$ cat src/rtl/muldiv_sched.sv
// rtl/muldiv_sched.sv - shared iterative mul/div engine, HI/LO owner and two-slot scheduler
module muldiv_sched #(
   parameter int ITERS  = 32,
   parameter int NSLOTS = 2
) (
   input  logic                    clock,
   input  logic                    reset,
   input  logic [NSLOTS-1:0]       req_valid,
   input  logic [NSLOTS-1:0][1:0]  req_op,
   input  logic [NSLOTS-1:0][31:0] req_a,
   input  logic [NSLOTS-1:0][31:0] req_b,
   output logic [NSLOTS-1:0]       req_ready,
   input  logic                    flush,
   input  logic                    wr_hi,
   input  logic                    wr_lo,
   input  logic [31:0]             wr_data,
   output logic [31:0]             hi,
   output logic [31:0]             lo,
   output logic                    hilo_valid,
   output logic                    busy,
   output logic                    done
);
   localparam int CW = $clog2(ITERS);

   typedef enum logic [1:0] {IDLE, RUN, FIX} state_t;

   state_t        state, state_nx;
   logic [CW-1:0] cnt;
   logic          rr_pri;
   logic          accept;
   logic          gsel;

   // acc holds {product} for multiply, {remainder, quotient} for divide
   logic [63:0]   acc;
   logic [31:0]   opnd;
   logic          is_div;
   logic          neg_lo;
   logic          neg_hi;
   logic          div0;

   logic [1:0]    sel_op;
   logic [31:0]   sel_a, sel_b, abs_a, abs_b;
   logic          sa, sb;

   logic [32:0]   mul_sum, div_sh, div_diff;
   logic [63:0]   mul_step, div_step, neg_acc;
   logic [31:0]   fix_hi, fix_lo;

   always_ff @(posedge clock) begin
      if (reset) state <= IDLE;
      else       state <= state_nx;
   end

   always_comb begin
      state_nx  = state;
      req_ready = '0;
      accept    = 1'b0;
      gsel      = 1'b0;
      case (state)
         IDLE: begin
            if (!flush && |req_valid) begin
               gsel            = (&req_valid) ? rr_pri : req_valid[1];
               req_ready[gsel] = 1'b1;
               accept          = 1'b1;
               state_nx        = RUN;
            end
         end
         RUN:     if (cnt == '0) state_nx = FIX;
         FIX:     state_nx = IDLE;
         default: state_nx = IDLE;
      endcase
      if (flush) state_nx = IDLE;
   end

   // Ops 0 and 2 are the signed variants
   always_comb begin
      sel_op = req_op[gsel];
      sel_a  = req_a[gsel];
      sel_b  = req_b[gsel];
      sa     = ~sel_op[0] & sel_a[31];
      sb     = ~sel_op[0] & sel_b[31];
      abs_a  = sa ? (32'd0 - sel_a) : sel_a;
      abs_b  = sb ? (32'd0 - sel_b) : sel_b;
   end

   always_comb begin
      mul_sum  = {1'b0, acc[63:32]} + (acc[0] ? {1'b0, opnd} : 33'd0);
      mul_step = {mul_sum, acc[31:1]};
      div_sh   = acc[63:31];
      div_diff = div_sh - {1'b0, opnd};
      div_step = div_diff[32] ? {div_sh[31:0], acc[30:0], 1'b0}
                              : {div_diff[31:0], acc[30:0], 1'b1};
      neg_acc  = 64'd0 - acc;
      if (is_div) begin
         fix_lo = div0 ? 32'hFFFF_FFFF : (neg_lo ? neg_acc[31:0] : acc[31:0]);
         fix_hi = neg_hi ? (32'd0 - acc[63:32]) : acc[63:32];
      end else begin
         {fix_hi, fix_lo} = neg_lo ? neg_acc : acc;
      end
   end

   // FIX write is placed after MTHI/MTLO so it wins a same-cycle conflict
   always_ff @(posedge clock) begin
      if (reset) begin
         hi     <= '0;
         lo     <= '0;
         done   <= 1'b0;
         rr_pri <= 1'b0;
         cnt    <= '0;
         acc    <= '0;
         opnd   <= '0;
         is_div <= 1'b0;
         neg_lo <= 1'b0;
         neg_hi <= 1'b0;
         div0   <= 1'b0;
      end else begin
         done <= 1'b0;
         if (wr_hi) hi <= wr_data;
         if (wr_lo) lo <= wr_data;
         if (accept) begin
            rr_pri <= ~gsel;
            is_div <= sel_op[1];
            opnd   <= sel_op[1] ? abs_b : abs_a;
            acc    <= {32'd0, (sel_op[1] ? abs_a : abs_b)};
            neg_lo <= sa ^ sb;
            neg_hi <= sa;
            div0   <= sel_op[1] & (sel_b == 32'd0);
            cnt    <= CW'(ITERS - 1);
         end else if (state == RUN) begin
            acc <= is_div ? div_step : mul_step;
            cnt <= cnt - 1'b1;
         end else if (state == FIX && !flush) begin
            hi   <= fix_hi;
            lo   <= fix_lo;
            done <= 1'b1;
         end
      end
   end

   assign busy       = (state != IDLE);
   assign hilo_valid = ~busy;
endmodule

$ cat config.mk
export PLATFORM = sky130hd
export DESIGN_NAME = muldiv_sched
export DESIGN_NICKNAME = d
export VERILOG_FILES = /design/src/rtl/muldiv_sched.sv
export SDC_FILE = /design/constraint.sdc
export NUM_CORES = 1
export LEC_CHECK = 0
export ABC_CLOCK_PERIOD_IN_PS = 5600
export CORE_MARGIN = 3
export CORE_UTILIZATION = 57
export DETAILED_ROUTE_END_ITERATION = 16
export HOLD_SLACK_MARGIN = 0.02
export PLACE_DENSITY = 0.8
export RECOVER_POWER = 50
export SLEW_MARGIN = 0
export SYNTH_ARGS = -nofsm -noshare
export SYNTH_HDL_FRONTEND = slang
export SYNTH_SLANG_ARGS = --single-unit
$ cat constraint.sdc
create_clock -name clock -period 5.6 [get_ports clock]
set_clock_uncertainty 0.2 [all_clocks]
set_input_delay 0.84 -clock clock [delete_from_list [all_inputs] [get_ports clock]]
set_output_delay 0.84 -clock clock [all_outputs]
set_load 0.01 [all_outputs]
==> results by group <==
Synth
  – Distinct cell type count after synthesis: 93
  – Synthesized area per cell: 7.465 um2
  – Synthesized instance count: 2,228
  – Post-Syn Area: 16,630 um2
  – Post-synthesis simple-gate area fraction: 21.08%
  – Flop and latch count out of synthesis: 173
  – Number of enable flip-flop cells after synthesis: 0
  – Net count of the mapped netlist: 2,471
  – Synth Area in Adders: 5.507%
  – Dominant synthesized flop cell: sky130_fd_sc_hd__dfxtp_1
  – Multiplexer share of the synthesized area: 10.52%
  – Register area share after synthesis: 20.82%
  – Compound-cell area share of the yosys netlist: 27.17%
  – Yosys warning total: 0
  – Share of async-settable or async-resettable flops after synthesis: 0%
  – Xor/xnor cell area share of the yosys netlist: 9.096%
  – Largest family of logic cells by synthesized area: compound AO/OA/AOI/OAI gates

Worst setup path
  – Critical Path AT: 5200 ps
  – Cell depth of the worst flop-to-flop path: 5
  – Type of destination of the critical path: flop
  – Number of gates on the worst path with buffers counted: 6
  – Max stage delay cell, worst path: sky130_fd_sc_hd__clkbuf_1
  – Worst setup path start: req_valid[1]
  – R2R Path Start: state[1]
  – Critical register-to-register path endpoint: acc[51]
  – Crit path cell chain: dlygate4sd3_1 -> buf_4 -> o21ai_4 -> clkbuf_1 -> nand2b_1 -> o31ai_1
  – Required time at the worst-slack endpoint: 5740 ps
  – Nature of the critical path startpoint: primary input
  – Highest net fanout along the worst path: 52
  – Critical Path End: acc[0]
  – Crit path kind: primary input to flop
  – R2R Setup Slk: 1060 ps
  – Largest delay contributor family on the critical path: buffers and inverters
  – Stage delay of the slowest cell on the critical path: 1830 ps
  – Worst path buffer plus inverter count: 3

Outcome
  – Violations in the final reports: max-capacitance violations, max-slew violations
  – Run status: complete, but fails checks

Power and ir drop
  – Leak Pwr: 8.180 nW
  – Max rail drop VDD: 0.1747 mV
  – Areal power density over the cells: 230.2 nW/um2

STA
  – Transition time at the pin with the least slew margin: 3375 ps
  – Portion of the clock cycle consumed by the worst path in the final layout: 90.23%
  – Final critical delay including setup and external delays: 5053 ps
  – Final setup TNS: 0 ps
  – Max-slew violation count: 233
  – Final WS setup: 547.3 ps
  – Worst hold slack after final layout: 279.6 ps
  – Number of setup violations in the final report: 0
  – Unrepaired setup endpoints after global routing: false
  – Hold violation count in the final report: 0
  – F_max: 197.9 MHz
  – Worst slew slack as a fraction of its limit: -125.0%

Placed design
  – Total half-perimeter wirelength after legalization and detailed placement: 48.03 mm
  – Gpl congestion: 1.023
  – Number of input and output port buffers inserted: 239
  – Pre-CTS setup slack: 608.0 ps
  – Area after detailed placement: 19,150 um2

Floorplan
  – Chip height: 176.8 um
  – Floorplan die area: 31,260 um2
  – Boundary pin count: 240
  – Die X-Extent: 176.8 um
  – Area of the core: 28,240 um2
  – Site Rows: 61
  – Starting density of the core: 58.89%

Cells and area
  – Most common cell after layout, fill and taps aside: sky130_fd_sc_hd__nor2_1
  – Antenna diode count: 0
  – Fraction of layout cells with a size suffix above 1: 5.677%
  – Total number of nets in the final design: 2,608
  – Non-Filler Cell Area, Final: 19,760 um2
  – Layout overhead on the synthesized area: 18.82%
  – Total of fill cells in the finished design: 2,381
  – Top library cells by usage in the layout, fill and taps aside: sky130_fd_sc_hd__nor2_1 (262), sky130_fd_sc_hd__dfxtp_1 (172), sky130_fd_sc_hd__nand2_1 (170)

Global route
  – Via count of the first global-routing pass: 17,260
  – Largest net degree at the start of global routing: 89
  – Global-route wire length before repair: 95.74 mm
  – Global-route usage over all layers: 38.26%
  – Total overflow reported by the global router: 0
  – Number of antenna violations at the first check in global routing: 0

CTS
  – Hold Buf Count CTS: 0
  – Clock slew at the register clock pins of the worst setup and hold paths: 80 ps
  – TritonCTS Buffers: 17
  – # H-tree levels: 4
  – Count of instances resized after the clock tree is built: 0
  – Buffer count from post-CTS setup fixing: 0
  – Clock tree from TritonCTS: yes
  – Buffers from clock root to sink, at most: 2
  – CTS sink cnt: 173
  – CTS Root Cell: sky130_fd_sc_hd__clkbuf_16
  – Clock latency on the worst-skew pair: 450 ps

Run
  – Max-cap violations: 4

Routing
  – Post-detailed-route via-to-cell ratio: 6.718
  – Count of antenna-violating nets left after detailed routing: 0
  – Total vias in the final route: 18,520
  – Overall routed net length: 61.71 mm
  – First DRT Iteration DRCs: 2,389
  – Post-detailed-route DRC marker count: 0
  – Routed wire per std cell: 22.39 um
  – Pre-Repair DR Iteration Count: 5

Min path
  – Class of the worst hold path: flop to flop
  – Hold_sp: div0
## through the flow
stage | total power [mW] | instances | utilization, %
after floorplan | 2.624 | 2228 | -
after detailed placement | 3.243 | 2724 | 67.81
final | 4.549 | 2756 | 69.97
after global placement | 3.203 | 2724 | 67.81
after global routing | 4.758 | 2756 | 69.97
after CTS | 4.502 | 2756 | 70.04
## cell usage after synthesis, drive strengths merged, types with 7 or more instances
cell,instances,area [um2]
a211oi,93,708.2
a21boi,11,82.58
a21o,26,196.4
a21oi,160,800.8
a221oi,41,365.3
a311oi,27,249.0
a31o,11,105.1
a31oi,29,196.4
and2,7,43.79
and3,11,75.07
buf,24,146.4
clkbuf,139,583.1
dfxtp,173,3463
ha,70,875.8
inv,62,232.7
mux2,11,123.9
mux2i,162,1625
nand2,171,644.4
nand2b,15,93.84
nand3,39,200.2
nand4,28,175.2
nor2,264,993.5
nor2b,11,68.82
nor3,74,375.4
nor4,23,150.1
o211ai,15,112.6
o21a,10,75.07
o21ai,139,695.7
o22ai,13,81.33
o31ai,34,255.2
o41ai,16,140.1
or2,8,50.05
or3,48,305.3
or4,20,153.9
xnor2,85,752.0
xor2,86,760.7
## worst register-to-register path: cells and delay by family (launching register included)
family                 cells  cell delay, ps
AO/OA/AOI/OAI              2             450
buffers and inverters      1            2350
flip-flops                 1             440
AND/OR/NAND/NOR            2             970
## area by class of cell
| cell class | count | area, um2 | area share, % |
|---|---|---|---|
| timing repair buffer | 281 | 2696 | 13.65 |
| tap | 378 | 473.0 | 2.393 |
| inverter | 63 | 236.5 | 1.197 |
| sequential | 173 | 3465 | 17.53 |
| multi-input combinational | 1829 | 12260 | 62.05 |
| clock inverter | 15 | 203.9 | 1.032 |
| clock buffer | 17 | 425.4 | 2.153 |
## how the worst min path moves through the flow
stage          cells after the start  slack, ps   end
5_1_grt                            2        300  div0
4_1_cts                            2        280  div0
6_report                           2        280  div0
3_3_place_gp                       2        240  div0
2_1_floorplan                      2        220  div0
3_5_place_dp                       2        260  div0
## logic make-up (layout without fill, tap and decap cells)
family                   count (synthesis)  after routing
AND/OR/NAND/NOR                        739            739
AO/OA/AOI/OAI                          674            674
buffers and inverters                  226            376
multiplexers                           173            173
flip-flops                             173            173
XOR/XNOR                               171            171
adder cells (fa/ha/maj)                 72             72
## layer usage
layer | track usage (%) | up-vias | wire length (um)
met5 | 0 | - | 0
met4 | 17.74 | 0 | 3162
met3 | 7.422 | 191 | 6500
met2 | 58.49 | 1209 | 26620
met1 | 52.07 | 8561 | 25430
li1 | - | 8554 | -
## flip-flops by register name (all words and copies together), names as in the netlist, 2 cells and up
signal / cells
acc: 64
cnt: 5
hi: 32
lo: 32
opnd: 32
state: 2
## power breakdown
group	total, mW	internal, mW	switching, mW	leakage [nW]
clock	1.28	0.619	0.661	0.302
combinational	1.81	0.729	1.08	6.45
sequential	1.45	1.33	0.128	1.43
total	4.55	2.67	1.87	8.18
No activity file was read; power rests on OpenSTA's default activity.
==> edit 1: new RTL, same settings <==
Re-encode `state_t` (3 states) as one-hot, 3 bits wide.
--- a/src/rtl/muldiv_sched.sv
+++ b/src/rtl/muldiv_sched.sv
@@ -22,7 +22,7 @@
 );
    localparam int CW = $clog2(ITERS);
 
-   typedef enum logic [1:0] {IDLE, RUN, FIX} state_t;
+   typedef enum logic [2:0] {IDLE = 3'b001, RUN = 3'b010, FIX = 3'b100} state_t;
 
    state_t        state, state_nx;
    logic [CW-1:0] cnt;
Behaviour: no difference found for any inputs over 4 cycles, from zero or initial values and one cycle with reset high; so few cycles prove little.
==> edit 1 against the original RTL <==
  * Final area is 0.46% lower
  * Wire length rose by 0.62%
  * Hold slack better by 0.021 ns
  * Sequential cell count up 1
  * Area after synthesis decreased by 0.71%
  * Utilization shrank 0.13 points
  * Power fell by 12%
  * The flow still finishes with violations (max-capacitance violations, max-slew violations)
  * Non-clock buffer count is 8 lower
  * Sequential share of layout area grew 0.19 points
  * Setup slack better by 0.037 ns
==> edit 1: results (changes against the original RTL) <==
| Metric | Value |
|---|---|
| Status | `finished, violations left` |
| Failing checks | `max-capacitance violations, max-slew violations` |
| Synth top cells by count | `nor2_1, mux2i_1, dfxtp_1` |
| Min-Delay Path Class | `flop to flop` |
| Initial antenna violation count | `2 (+2)` |
| Final Max Slew Viols | `194 (-17%)` |
| Max reg flops | `64 (unchanged)` |
| Drt first-iter violations | `2059 (-14%)` |
| CTS buffer count | `17 (unchanged)` |
| Non-Filler Instances | `2719 (-1.3%)` |
| Largest net degree at the start of global routing | `89 (unchanged)` |
| Syn_area_per_cell | `7.54 sq um (+0.96%)` |
| Fraction of the yosys area taken by sequential cells | `21.1% (+0.27 points)` |
| Net Count, Synth | `2434 (-1.5%)` |
| Cell count after placement | `2686 (-1.4%)` |
| Max_slew headroom | `-110% (+15 points)` |
| Nets | `2570 (-1.5%)` |
| Reg-to-reg endpoint | `acc[44]$_SDFFE_PP0P_` |
| Net Sw Power | `0.00147 W (-22%)` |
| Top cells by area, synth | `dfxtp_1, mux2i_1, nor2_1` |
| WHS | `0.301 ns (+0.0213 ns)` |
| # resized after CTS | `0 (unchanged)` |
| HPWL Detailed | `48300 microns (+0.64%)` |
| Fillers | `2290 (-3.8%)` |
| DP Area | `19100 sq um (-0.46%)` |
| WL/cell | `22.8 microns (+2.0%)` |
| Syn. warnings | `0 (unchanged)` |
| Vias in the first global route | `17100 (-0.65%)` |
| Root buffer cell | `clkbuf_16` |
| Fin Setup TNS | `0 ns (unchanged)` |
| Static Leak | `8.31 nW (+1.6%)` |
| GRT Resource Usage Total | `38.3% (about the same)` |
| Data arrival time of the critical path | `5.00 ns (-0.20 ns)` |
| Vias per cell | `6.74 (+0.26%)` |
| Unique masters post-synth | `81 (-13%)` |
| Launch point of the worst reg-to-reg path | `acc[32]$_SDFFE_PP0P_` |
| Post-synth ARST share | `0% (unchanged)` |
| RePlAce Congestion | `1.04 (+1.7%)` |
| Worst-path clk slew | `0.07 ns` |
| Dpl ws | `0.615 ns (+0.00698 ns)` |
| Share of layout cells above drive strength 1 | `5.00% (-0.68 points)` |
| FF-to-FF setup slack | `0.96 ns (-0.10 ns)` |
| Max Buffers Root-to-Sink | `2 (unchanged)` |
| Hold path start | `opnd[5]$_SDFFE_PP0P_` |
| IO Port Bufs | `239 (unchanged)` |
| Post-CTS Setup Bufs | `0 (unchanged)` |
| First-pass GRT wire length | `95100 microns (-0.67%)` |
| Hold depth | `2 (unchanged)` |
| Max Cap Viol | `3 (-1)` |
| DRT Pass-1 Iters | `6 (+1)` |
| Reg2Reg Depth | `12 (+7)` |
| Worst VDD drop | `0.192 mV (+10%)` |
| Top reg by flops | `acc` |
| H-tree Lvls | `4 (unchanged)` |
| Skew-Pair Late Insertion Delay | `0.44 ns` |
| Crit-path max FO | `88 (+69%)` |
| Hold endpoint | `opnd[5]$_SDFFE_PP0P_` |
==> edit 1: cell types whose count changed in the layout (fill, tap and decap cells not counted), moves of 16 or more <==
| cell | before | now |
|---|---|---|
| a21o_1 | 25 | 42 |
| a21oi_1 | 159 | 127 |
| mux2i_1 | 160 | 187 |
| nand4_1 | 28 | 7 |
| nor3_1 | 72 | 94 |
| nor4_1 | 22 | 38 |
==> edit 1: worst max path at each step <==
stage | depth (start not counted) | slack, ns | from | to
5_1_grt | 5 | 0.36 | flush | lo[9]$_SDFF_PP0_
3_3_place_gp | 12 | 0.76 | flush | acc[24]$_SDFFE_PP0P_
3_5_place_dp | 12 | 0.62 | flush | acc[24]$_SDFFE_PP0P_
4_1_cts | 7 | 0.83 | flush | req_ready[1]
2_1_floorplan | 15 | 0.77 | flush | acc[30]$_SDFFE_PP0P_
6_report | 5 | 0.58 | flush | lo[18]$_SDFF_PP0_
==> edit 1: cell families after synthesis <==
group           count (synthesis)  share of synthesized area (%)
compound gates                629                           25.8
flops                         174                           21.1
mux                           204                           12.5
simple gates                  732                           21.2
xor+xnor                      166                           8.81
fa+ha+maj                      72                           5.55
buf+inv                       214                           5.06
==> edit 1: routing by layer <==
| layer | track usage (%) | wire length, microns |
|---|---|---|
| met1 | 49.4 | 24700 |
| met4 | 19.1 | 3350 |
| met2 | 60.9 | 27500 |
| met3 | 7.61 | 6500 |
| met5 | 0 | 13 |
==> edit 1: power by group through the flow <==
stage	sequential (W)	clock (W)	combinational, W
after floorplan	0.00140	0	0.000802
after global placement	0.00144	0	0.00123
after detailed placement	0.00145	0	0.00125
after CTS	0.00142	0.00129	0.00126
after global routing	0.00143	0.00135	0.00137
final	0.00142	0.00130	0.00128
==> edit 1: worst max-delay path, stage by stage <==
cell and delay (ns):
clkdlybuf4s50_1 0.51, or4b_1 1.66, a21oi_2 0.47, clkbuf_1 1.20
a221oi_1 0.27
==> edit 1: area by class of cell <==
| class | instances | area (sq um) | area share (%) |
|---|---|---|---|
| inverters | 58 | 218 | 1.11 |
| flip-flops and latches | 174 | 3490 | 17.7 |
| well taps | 378 | 473 | 2.40 |
| multi-input cells | 1803 | 12200 | 62.1 |
| diodes | 1 | 2.50 | 0.0127 |
| clock buffers | 17 | 425 | 2.16 |
| repair buffers | 273 | 2640 | 13.4 |
| clock inverters | 15 | 203 | 1.03 |
==> edit 2: new RTL, same flow settings <==
Made on the original files. `ITERS`: 32 -> 16.
--- a/src/rtl/muldiv_sched.sv
+++ b/src/rtl/muldiv_sched.sv
@@ -1,6 +1,6 @@
 // rtl/muldiv_sched.sv - shared iterative mul/div engine, HI/LO owner and two-slot scheduler
 module muldiv_sched #(
-   parameter int ITERS  = 32,
+   parameter int ITERS  = 16,
    parameter int NSLOTS = 2
 ) (
    input  logic                    clock,
Behaviour: no difference found for any inputs over 4 cycles, from zero or initial values and one cycle with reset high; that may be too few to reach the edited logic, so the function may still have changed.
==> edit 2 against the original RTL <==
  * The flow still finishes with violations (max-capacitance violations, max-slew violations)
  * Area after synthesis is 4.4% lower
  * Die area is 4.2% lower
  * Sequential cell count decreased by 1
  * Non-clock buffer count fell by 4
  * Final area fell by 3.2%
  * Final cell count fell by 3.1%
  * Wire length shrank 7.3%
  * Setup slack improved by 0.018 ns
  * Utilization is 0.41 points higher
  * Count of clock-buffer cells in the layout did not move
  * Power decreased by 8.1%
  * Critical endpoint is now opnd[30]$_SDFFE_PP0P_
  * Largest power group unchanged
==> edit 2: results (changes against the original RTL) <==
| Metric | Value |
|---|---|
| Status | `finished, violations left` |
| Failing checks | `max-capacitance violations, max-slew violations` |
| GR Util met1 | `49.4% (-2.7 points)` |
| Crit-path max FO | `93 (+79%)` |
| Tmin final | `5.03 ns (-0.0185 ns)` |
| Grt met3 use | `5.20% (-2.2 points)` |
| Net Count, Synth | `2385 (-3.5%)` |
| GRT Resource Usage Total | `35.9% (-2.3 points)` |
| Max Cap Viol | `2 (-2)` |
| Launch point of the worst reg-to-reg path | `acc[31]$_SDFFE_PP0P_` |
| Nets | `2527 (-3.1%)` |
| Via count | `17200 (-6.9%)` |
| Fraction of the yosys area taken by sequential cells | `21.6% (+0.82 points)` |
| Worst VDD drop | `0.236 mV (+35%)` |
| Fillers | `2255 (-5.3%)` |
| First-pass GRT wire length | `87500 microns (-8.6%)` |
| Unique masters post-synth | `75 (-19%)` |
| Grt met2 use | `56.7% (-1.8 points)` |
| Routed met2 length | `25500 microns (-4.3%)` |
| HPWL Detailed | `44400 microns (-7.6%)` |
| Met3 wire length | `4990 microns (-23%)` |
| Worst slew pin tran | `3.97 ns (+0.598 ns)` |
| Slowest Stage Delay on Critical Path | `0.61 ns (-1.22 ns)` |
| Data arrival time of the critical path | `4.98 ns (-0.22 ns)` |
| WL/cell | `21.4 microns (-4.3%)` |
| CP max stage cell | `nor4_1` |
| Final Max Slew Viols | `146 (-37%)` |
| DRT Pass-1 Iters | `9 (+4)` |
| Met1 Routed Length | `24400 microns (-3.9%)` |
| Largest net degree at the start of global routing | `94 (+5.6%)` |
| Reg2Reg Depth | `14 (+9)` |
| Vias in the first global route | `15800 (-8.5%)` |
| Crit path capture | `opnd[30]$_SDFFE_PP0P_` |
-- edit 2: changes by cell type after synthesis, sizes merged, moves of 10 or more --
cell    before  now
nor2       264  288
nand4       28    9
a21o        26   13
mux2i      162  173
o31ai       34   23
clkbuf     139  124
or3         48   21
xor2        86   96
nand3       39   27
nor4        23   33
-- edit 2: worst min path at each step --
stage / startpoint / endpoint / slack, ns
3_3_place_gp: opnd[22]$_SDFFE_PP0P_ / opnd[22]$_SDFFE_PP0P_ / 0.24
5_1_grt: opnd[22]$_SDFFE_PP0P_ / opnd[22]$_SDFFE_PP0P_ / 0.30
4_1_cts: opnd[22]$_SDFFE_PP0P_ / opnd[22]$_SDFFE_PP0P_ / 0.26
6_report: opnd[22]$_SDFFE_PP0P_ / opnd[22]$_SDFFE_PP0P_ / 0.26
3_5_place_dp: opnd[22]$_SDFFE_PP0P_ / opnd[22]$_SDFFE_PP0P_ / 0.25
2_1_floorplan: opnd[22]$_SDFFE_PP0P_ / opnd[22]$_SDFFE_PP0P_ / 0.23
-- edit 2: kinds of logic (layout without fill, tap and decap cells) --
group | count (synthesis) | count (layout) | synth area share [%]
AND/OR/NAND/NOR | 714 | 714 | 20.8
buffers and inverters | 211 | 366 | 5.22
multiplexers | 187 | 187 | 11.9
AO/OA/AOI/OAI | 611 | 611 | 25.0
XOR/XNOR | 177 | 177 | 9.75
adder cells (fa/ha/maj) | 71 | 71 | 5.68
flip-flops | 172 | 172 | 21.6
-- edit 2: area by class of cell --
cell class                      count  area (sq um)  area share [%]
Multi-Input combinational cell   1760         11700            61.1
Tap cell                          372           465            2.43
Sequential cell                   172          3450            18.0
Clock inverter                     15           209            1.09
Timing Repair Buffer              277          2680            14.0
Inverter                           57           214            1.12
Clock buffer                       17           425            2.22
-- edit 2: power breakdown --
group | switching [W] | total, W | internal [W]
Clock | 0.000651 | 0.00127 | 0.000621
Sequential | 0.000109 | 0.00142 | 0.00131
Combinational | 0.000868 | 0.00149 | 0.000623
Total | 0.00163 | 0.00418 | 0.00255
-- edit 2: worst reg2reg max path: cells and delay by family (launching register included) --
family          cells  cell delay [ns]
buf+inv             2             0.51
mux                 1             0.37
xor+xnor            1             0.39
compound gates      7             1.85
flops               1             0.40
simple gates        1             0.18
fa+ha+maj           2             0.67
-- edit 2: stage by stage --
stage / std cells / total power (W) / util (%) / area, sq um / hold WS, ns
global placement: 2638 / 0.00288 / 68.1 / 18500 / 0.244
CTS: 2670 / 0.00416 / 70.5 / 19100 / 0.260
detailed placement: 2638 / 0.00290 / 68.1 / 18500 / 0.249
finish: 2670 / 0.00418 / 70.4 / 19100 / 0.263
floorplan: 2143 / 0.00237 / - / 15900 / 0.232
global route: 2670 / 0.00436 / 70.4 / 19100 / 0.298
